$ cat src/rtl/branch_predict_ctrl_pkg.sv
// Shared types for the conditional-branch predictor and recovery sequencer.
// Pure declarations, no logic and no latency.
// No flow control is involved.
package branch_predict_ctrl_pkg;

    // Post-conditional PC select: Branch_C means the branch was actually taken.
    typedef enum logic [1:0] {
        PCp4_I   = 2'd0,
        Branch_C = 2'd1,
        Jump_C   = 2'd2,
        Jump_R   = 2'd3
    } pcSrc;

    // Execute-stage branch kind; NO_BRANCH marks anything that is not a conditional branch.
    typedef enum logic [2:0] {
        NO_BRANCH = 3'd0,
        BEQ       = 3'd1,
        BNE       = 3'd2,
        BLT       = 3'd3,
        BGE       = 3'd4,
        BLTU      = 3'd5,
        BGEU      = 3'd6
    } conditionalPCSrc;

    // Recovery sequencer states.
    typedef enum logic {
        BP_IDLE     = 1'b0,
        BP_REDIRECT = 1'b1
    } bpState;

    // Every counter starts weakly not-taken.
    localparam logic [1:0] BHT_RESET = 2'b01;

    // Two-bit saturating counter step toward the resolved direction.
    function automatic logic [1:0] sat_update(input logic [1:0] ctr, input logic taken);
        logic [1:0] nxt;
        nxt = ctr;
        if (taken) begin
            if (ctr != 2'b11) nxt = ctr + 2'b01;
        end else begin
            if (ctr != 2'b00) nxt = ctr - 2'b01;
        end
        return nxt;
    endfunction

endpackage

$ cat src/rtl/bht_counter_table.sv
// Table of 2-bit saturating direction counters, one async read port, one sync write port.
// Read is combinational; write takes effect at the next clock edge (reads see pre-update data).
// No backpressure: a write request is always accepted.
module bht_counter_table
    import branch_predict_ctrl_pkg::*;
#(
    parameter int IDX_BITS = 6
) (
    input  logic                clk,
    input  logic                reset_n,
    input  logic [IDX_BITS-1:0] rd_idx,
    output logic [1:0]          rd_ctr,
    input  logic                wr_en,
    input  logic [IDX_BITS-1:0] wr_idx,
    input  logic                wr_taken
);

    localparam int ENTRIES = 1 << IDX_BITS;

    logic [1:0] ctr_q [ENTRIES];

    // Read straight from storage, so a same-cycle write is not bypassed.
    assign rd_ctr = ctr_q[rd_idx];

    // Reset every entry to weakly not-taken; otherwise train the written entry.
    always_ff @(posedge clk or negedge reset_n) begin
        if (!reset_n) begin
            for (int i = 0; i < ENTRIES; i++) begin
                ctr_q[i] <= BHT_RESET;
            end
        end else if (wr_en) begin
            ctr_q[wr_idx] <= sat_update(ctr_q[wr_idx], wr_taken);
        end
    end

endmodule

$ cat src/rtl/branch_predict_ctrl.sv
// Branch direction predictor with misprediction redirect/flush sequencer and statistics.
// Prediction is combinational from PC_D; a redirect appears one cycle after the mispredicting resolve.
// Redirect is held (with a stable target) until fetch drops Stall_F; execute inputs are ignored meanwhile.
module branch_predict_ctrl
    import branch_predict_ctrl_pkg::*;
#(
    parameter int XLEN     = 32,
    parameter int IDX_BITS = 6
) (
    input  logic            clk,
    input  logic            reset_n,
    input  logic [XLEN-1:0] PC_D,
    input  logic            IsCondBranch_D,
    output logic            PredictTaken_D,
    input  conditionalPCSrc ConditionalPCSrc_E,
    input  pcSrc            PCSrcPostConditional_E,
    input  logic            PredictedTaken_E,
    input  logic [XLEN-1:0] PC_E,
    input  logic [XLEN-1:0] BranchTarget_E,
    input  logic            Stall_E,
    input  logic            Stall_F,
    output logic            RedirectValid,
    output logic [XLEN-1:0] RedirectPC,
    output logic            Flush_D,
    output logic            Flush_E,
    output logic [31:0]     BranchCount,
    output logic [31:0]     MispredictCount
);

    bpState state_q;
    bpState state_d;

    logic [1:0]          rd_ctr;
    logic                resolve;
    logic                actual_taken;
    logic                mispredict;
    logic [XLEN-1:0]     correct_pc;
    logic [XLEN-1:0]     redirect_pc_q;

    // Wrong-path execute contents during a redirect must never train or count.
    assign resolve      = (state_q == BP_IDLE) && !Stall_E && (ConditionalPCSrc_E != NO_BRANCH);
    assign actual_taken = (PCSrcPostConditional_E == Branch_C);
    assign mispredict   = resolve && (actual_taken != PredictedTaken_E);
    assign correct_pc   = actual_taken ? BranchTarget_E : (PC_E + XLEN'(4));

    bht_counter_table #(
        .IDX_BITS (IDX_BITS)
    ) u_bht (
        .clk      (clk),
        .reset_n  (reset_n),
        .rd_idx   (PC_D[IDX_BITS+1:2]),
        .rd_ctr   (rd_ctr),
        .wr_en    (resolve),
        .wr_idx   (PC_E[IDX_BITS+1:2]),
        .wr_taken (actual_taken)
    );

    assign PredictTaken_D = IsCondBranch_D && rd_ctr[1];

    // Sequencer state register.
    always_ff @(posedge clk or negedge reset_n) begin
        if (!reset_n) begin
            state_q <= BP_IDLE;
        end else begin
            state_q <= state_d;
        end
    end

    // Next state and redirect/flush outputs, decoded from the registered state.
    always_comb begin
        state_d       = state_q;
        RedirectValid = 1'b0;
        Flush_D       = 1'b0;
        Flush_E       = 1'b0;
        case (state_q)
            BP_IDLE: begin
                if (mispredict) state_d = BP_REDIRECT;
            end
            BP_REDIRECT: begin
                RedirectValid = 1'b1;
                Flush_D       = 1'b1;
                Flush_E       = 1'b1;
                if (!Stall_F) state_d = BP_IDLE;
            end
            default: state_d = BP_IDLE;
        endcase
    end

    // Capture the corrected fetch address only on a fresh mispredict; it is held otherwise.
    always_ff @(posedge clk or negedge reset_n) begin
        if (!reset_n) begin
            redirect_pc_q <= '0;
        end else if (mispredict) begin
            redirect_pc_q <= correct_pc;
        end
    end

    assign RedirectPC = redirect_pc_q;

    // Statistics: both wrap naturally at 2^32.
    always_ff @(posedge clk or negedge reset_n) begin
        if (!reset_n) begin
            BranchCount     <= '0;
            MispredictCount <= '0;
        end else begin
            if (resolve)    BranchCount     <= BranchCount + 32'd1;
            if (mispredict) MispredictCount <= MispredictCount + 32'd1;
        end
    end

endmodule

$ cat config.mk
export PLATFORM = sky130hd
export DESIGN_NAME = branch_predict_ctrl
export DESIGN_NICKNAME = d
export VERILOG_FILES = /design/src/rtl/branch_predict_ctrl_pkg.sv /design/src/rtl/bht_counter_table.sv /design/src/rtl/branch_predict_ctrl.sv
export SDC_FILE = /design/constraint.sdc
export NUM_CORES = 1
export LEC_CHECK = 0
export BUFFER_PORTS_ARGS = -buffer_cell sky130_fd_sc_hd__buf_2
export CORE_ASPECT_RATIO = 1.5
export CORE_MARGIN = 3
export CORE_UTILIZATION = 40
export DETAILED_ROUTE_END_ITERATION = 6
export GPL_TIMING_DRIVEN = 0
export SLEW_MARGIN = 5
export SYNTH_ARGS = -nofsm -noshare
export SYNTH_HDL_FRONTEND = slang
export SYNTH_HIERARCHICAL = 1
export SYNTH_SLANG_ARGS = --single-unit
$ cat constraint.sdc
create_clock -name clk -period 5.28 [get_ports clk]
set_input_delay 0 -clock clk [delete_from_list [all_inputs] [get_ports clk]]
set_output_delay 0 -clock clk [all_outputs]
set_load 0.01 [all_outputs]
==> results of run 1 <==
state kept, by name, indices dropped and copies added (netlist names):
| register | count |
|---|---|
| RedirectPC | 32 |
| state_q | 1 |
| u_bht/ctr_q | 128 |
| BranchCount | 32 |
| MispredictCount | 32 |
per-stage QoR:
stage	hold WS (ns)	util, %	setup slack (ns)	instance area (um2)
floorplan	-0.2956	-	2.895	12010
global placement	0.2122	45.26	0.1511	13390
detailed placement	0.1379	45.46	1.952	13450
CTS	0.03181	50.48	2.126	14930
global route	0.09385	50.49	1.880	14930
finish	0.03356	50.50	2.140	14940
worst max-delay path: stages, from the launching register on:
cell and delay (ns):
dfrtp_1 0.39, mux4_2 0.48, mux2_2 0.31, a222oi_1 0.50, a41oi_1 0.25, a21oi_2 0.76, buf_6 0.25, o31ai_1 0.10
layout make-up:
cell class / instances / area (um2) / area share (%)
Clock inverter: 9 / 102.6 / 0.6869
Sequential cell: 225 / 5710 / 38.23
Timing Repair Buffer: 248 / 1630 / 10.91
Multi-Input combinational cell: 863 / 5879 / 39.36
Buffer: 76 / 385.4 / 2.580
Antenna cell: 2 / 5.005 / 0.03351
Clock buffer: 35 / 683.2 / 4.574
Tap cell: 395 / 494.2 / 3.309
Inverter: 12 / 46.29 / 0.3099
metal layers:
metal	wire (um)	GRT usage (%)	up-vias
met5	7	0	-
met4	1724	10.35	2
met3	2665	4.460	115
met2	20620	44.80	430
met1	15030	28.03	5225
li1	-	-	4849
where the power goes:
part	internal (mW)	switching, mW
sequential	1.91	0.143
clock	0.999	0.722
combinational	0.406	0.499
total	3.32	1.36
layout by cell type, fill, tap and decap left out, types with 7 or more instances in the layout:
cell	count
xor2_1	26
inv_1	10
nand4_1	24
a22oi_1	17
nand2b_1	7
o21ai_0	17
a21oi_1	19
dlygate4sd3_1	70
nand3_1	47
nor2_1	42
dfstp_2	64
clkbuf_1	40
o22ai_1	13
mux2_2	15
xnor2_1	60
o31ai_1	128
mux4_2	35
and3_1	12
clkbuf_16	25
dfrtp_1	161
nand2_1	255
buf_6	9
buf_1	10
nor3_1	24
o211ai_1	8
and4_1	10
mux2i_1	15
buf_2	198
worst paths after layout:
check	to	cells past startpoint	from
setup / recovery	u_bht/ctr_q[16]$_DFFE_PN1P_	7	u_bht/ctr_q[9]$_DFFE_PN0P_
hold / removal	RedirectPC[3]$_DFFE_PN0P_	4	PC_E[3]
setup reg to reg	u_bht/ctr_q[16]$_DFFE_PN1P_	7	u_bht/ctr_q[9]$_DFFE_PN0P_
hold reg to reg	MispredictCount[31]$_DFFE_PN0P_	1	MispredictCount[31]$_DFFE_PN0P_
max in group asynchronous	BranchCount[16]$_DFFE_PN0P_	3	reset_n
min in group asynchronous	MispredictCount[13]$_DFFE_PN0P_	2	reset_n
repair_timing:
action                    in CTS  in global routing
hold buffers                  70                  0
buffers inserted               0                  0
hold endpoints to repair     110                  0
==> flow_summary.json, run 1 <==
{
  "end_kind": "flop",
  "status": "finished, final reports clean",
  "cp_max_fo": 10,
  "leakage_nw": 6.214,
  "fp-row-count": 77,
  "hold_class": "in2reg",
  "timing.final.hold_violations": 0,
  "r2r_slack_ns": 2.14,
  "syn_area_um2": 12010,
  "cts_tree": "done",
  "vias": 10620,
  "numCtsBuffers": 24,
  "cap_violations": 0,
  "period_share_pct": 59.48,
  "io-pin-count": 207,
  "grt_remaining_overflow": 0,
  "drc": 0,
  "drt-total-wl_mm": 40.05,
  "required_ns": 5.71,
  "worst_slew_pin_slew_ns": 1.246,
  "gp_congestion": 0.8911,
  "drtPass1Iterations": 7,
  "cts_max_path_buffers": 3,
  "tns_ns": 0,
  "clk_latency_ns": 0.53,
  "syn_inst": 1176,
  "layout.cells.non_filler": 1865,
  "finalCriticalPeriod_ns": 3.140,
  "cp-start-kind": "flop",
  "power.total_mw": 4.682,
  "skew_ns": 0.01074,
  "coreArea_um2": 29580,
  "die_h_um": 218.2,
  "die_w_um": 147.5,
  "syn-num-nets": 1286,
  "n_fill_cell": 2758,
  "die-area_um2": 32190,
  "rsz0062_at_grt": "false",
  "power_density_nw_per_um2": 313.5,
  "setup_viol": 0,
  "clkTransAtPathRegs_ns": 0.07,
  "antenna_found_initial": 2,
  "fmax_mhz": 318.4,
  "timing.slew.headroom_pct": 16.16,
  "grt_use_total_pct": 24.52,
  "place.port_buffers": 176,
  "clkSinkCount": 225,
  "grt_max_degree": 115,
  "start_util_pct": 40.61,
  "ant_nets": 0,
  "wl_per_cell_um": 21.48,
  "areaGrowthSynthToFinish_pct": 24.35,
  "cts_root_buffer": "clkbuf_16",
  "yosys_warnings": 6,
  "grt_pass1_wl_mm": 62.36,
  "peakVddDrop_uv": 174.1,
  "placed_cells": 1749,
  "first_global_vias": 10900,
  "drv_slew": 0,
  "htreeDepth": 1,
  "final_nets": 1560,
  "vias_per_cell": 5.695,
  "worstPathArrival_ns": 3.57,
  "path_class": "reg2reg",
  "cts_resized": 0,
  "drive_gt1_share_pct": 25.95,
  "syn_avg_cell_area_um2": 10.21,
  "drtIter0Drc": 706,
  "dp_hpwl_mm": 28.90
}
No activity file was read; power rests on OpenSTA's default activity.
==> run 2, diff against run 1 <==
- ABC_AREA: unset -> 1
- clock period: 5.28 -> 2.8 ns (I/O delays scaled with it)
==> run 2 against run 1 <==
Net effect: the run now ends with hold timing left; via count grew 42%; clock power is 110% higher; sequential share of layout area down 5.3 points; critical path depth is 11 higher; critical path type is now in2reg; highest routed layer unchanged.
==> flow_summary.json, run 2 <==
{
  "cp-start-kind": "primary input",
  "cts_max_path_buffers": 3,
  "cap_violations": 0,
  "gp_congestion": 1.069,
  "r2r_slack_ns": 0.48,
  "syn-num-nets": 2285,
  "timing.slew.headroom_pct": 27.20,
  "clkSinkCount": 225,
  "coreArea_um2": 35100,
  "vias_per_cell": 5.118,
  "start_util_pct": 40.52,
  "ant_nets": 0,
  "numCtsBuffers": 25,
  "grt_use_total_pct": 27.82,
  "vias": 15050,
  "die_w_um": 160.0,
  "syn_inst": 2175,
  "post-cts-setup-buffers": 0,
  "peakVddDrop_uv": 450.8,
  "setup_viol": 0,
  "wl_per_cell_um": 18.20,
  "finalCriticalPeriod_ns": 2.354,
  "mostFrequentLayoutCells": "943 x nand2_1, 284 x nor2_1, 208 x buf_2",
  "slowest_stage": "clkbuf_1",
  "drv_slew": 0,
  "status": "finished with violations",
  "grt_pass1_wl_mm": 83.06,
  "cts_root_buffer": "clkbuf_16",
  "timing.final.hold_violations": 2,
  "hold_class": "in2async",
  "syn_avg_cell_area_um2": 6.540,
  "io-pin-count": 207,
  "whs_ns": -0.001333,
  "syn_area_um2": 14220,
  "worst_slew_pin_slew_ns": 1.092,
  "yosys_warnings": 6,
  "die-area_um2": 37900,
  "fp-row-count": 84,
  "largest-register": "u_bht/ctr_q",
  "areaGrowthSynthToFinish_pct": 21.97,
  "n_fill_cell": 3637,
  "antenna_found_initial": 2,
  "crit_chain": "buf_2, buf_4, clkbuf_1, nand2_1, nand2_1, nand2_1, nand2_1, nand2_1, nand2_1, nand2_1, nand2_1, inv_1, nand2_1, nor2_2, nand2_4, buf_2, nand3_1, nand2_1",
  "crit_top_cell": "nand2_1",
  "skew_ns": 0.01477,
  "required_ns": 3.30,
  "crit_family": "buffers and inverters",
  "power_density_nw_per_um2": 585.1,
  "place.port_buffers": 178,
  "die_h_um": 237.0,
  "clkTransAtPathRegs_ns": 0.06,
  "clk_latency_ns": 0.57,
  "drtPass1Iterations": 7,
  "end_kind": "flop",
  "fmax_mhz": 424.7,
  "first_global_vias": 14730,
  "violations": "hold timing",
  "drtIter0Drc": 1064,
  "cts_tree": "done",
  "rsz0062_at_grt": "false",
  "max_stage_delay_ns": 0.82,
  "drive_gt1_share_pct": 16.98,
  "worstPathArrival_ns": 2.85,
  "postLayoutCellArea_um2": 17350,
  "period_share_pct": 84.09,
  "final_common_cell": "nand2_1",
  "final_nets": 2558,
  "grt_remaining_overflow": 0,
  "critPathBufInv": 5,
  "cp_max_fo": 10,
  "postPlaceCellArea_um2": 15770,
  "leakage_nw": 8.556,
  "path_class": "in2reg",
  "htreeDepth": 1,
  "drt-total-wl_mm": 53.54,
  "drc": 0,
  "grt_max_degree": 88,
  "largest_register_ffs": 128,
  "dp_hpwl_mm": 39.58
}
[run 2: layout make-up]
cell class	count	area (um2)	share of cell area, %
repair buffers	247	1644	9.476
inverters	193	730.7	4.212
well taps	473	591.8	3.411
clock buffers	39	758.2	4.370
plain buffers	84	485.5	2.798
flip-flops and latches	225	5710	32.92
multi-input cells	1672	7295	42.05
diodes	1	2.502	0.01442
clock inverters	7	131.4	0.7572
[run 2: per-stage QoR]
step	utilization [%]	instances	worst slack, ns	total power, mW	TNS, ns
3_5_place_dp	44.93	2828	-0.5594	6.449	-19.44
3_3_place_gp	44.74	2826	-2.357	6.414	-445.24
2_1_floorplan	-	2175	0.7350	5.396	0
5_1_grt	49.42	2941	0.3368	10.68	0
6_report	49.42	2941	0.4455	10.15	0
4_1_cts	49.42	2940	0.4924	10.22	0
[run 2: where the power goes]
part           internal (mW)  leakage [nW]  total, mW  switching [mW]
sequential              3.76          2.79       4.21           0.449
clock                   2.15         0.433       3.57            1.43
combinational          0.913          5.34       2.37            1.46
total                   6.82          8.56       10.2            3.34
[run 2: worst reg2reg max path, cell delays in order (launching register included)]
cell      delay [ns]
dfrtp_1         0.43
nor2_4          0.12
nand2_4         0.16
inv_6           0.26
clkinv_2        0.27
nor2_1          0.17
inv_1           0.30
nor2_1          0.29
inv_1           0.09
nand2_1         0.06
nand2_1         0.05
[run 2: final timing paths]
| kind | startpoint | endpoint | cells past startpoint |
|---|---|---|---|
| worst min-delay path | reset_n | BranchCount[9]$_DFFE_PN0P_ | 3 |
| worst min register to register | u_bht/ctr_q[108]$_DFFE_PN1P_ | u_bht/ctr_q[108]$_DFFE_PN1P_ | 2 |
| worst max-delay path | PC_E[2] | u_bht/ctr_q[13]$_DFFE_PN0P_ | 18 |
| max in group asynchronous | reset_n | u_bht/ctr_q[64]$_DFFE_PN1P_ | 4 |
| worst max register to register | state_q$_DFF_PN0_ | u_bht/ctr_q[15]$_DFFE_PN0P_ | 10 |
| min in group clk | PC_E[4] | RedirectPC[5]$_DFFE_PN0P_ | 6 |
[run 2: routing by layer]
layer	global-route usage, %	part of all wire (%)	vias up
met5	0	0.024	-
met4	15.16	5.7	2
met3	4.043	6.1	162
met2	49.47	50	580
met1	32.02	38	7016
li1	-	-	7291
[run 2: timing repair]
item                                    CTS  global route
hold buffers                             67             0
endpoints found under the hold margin   139             0
gates resized for setup                   1             0
endpoints found under the setup margin  103             0
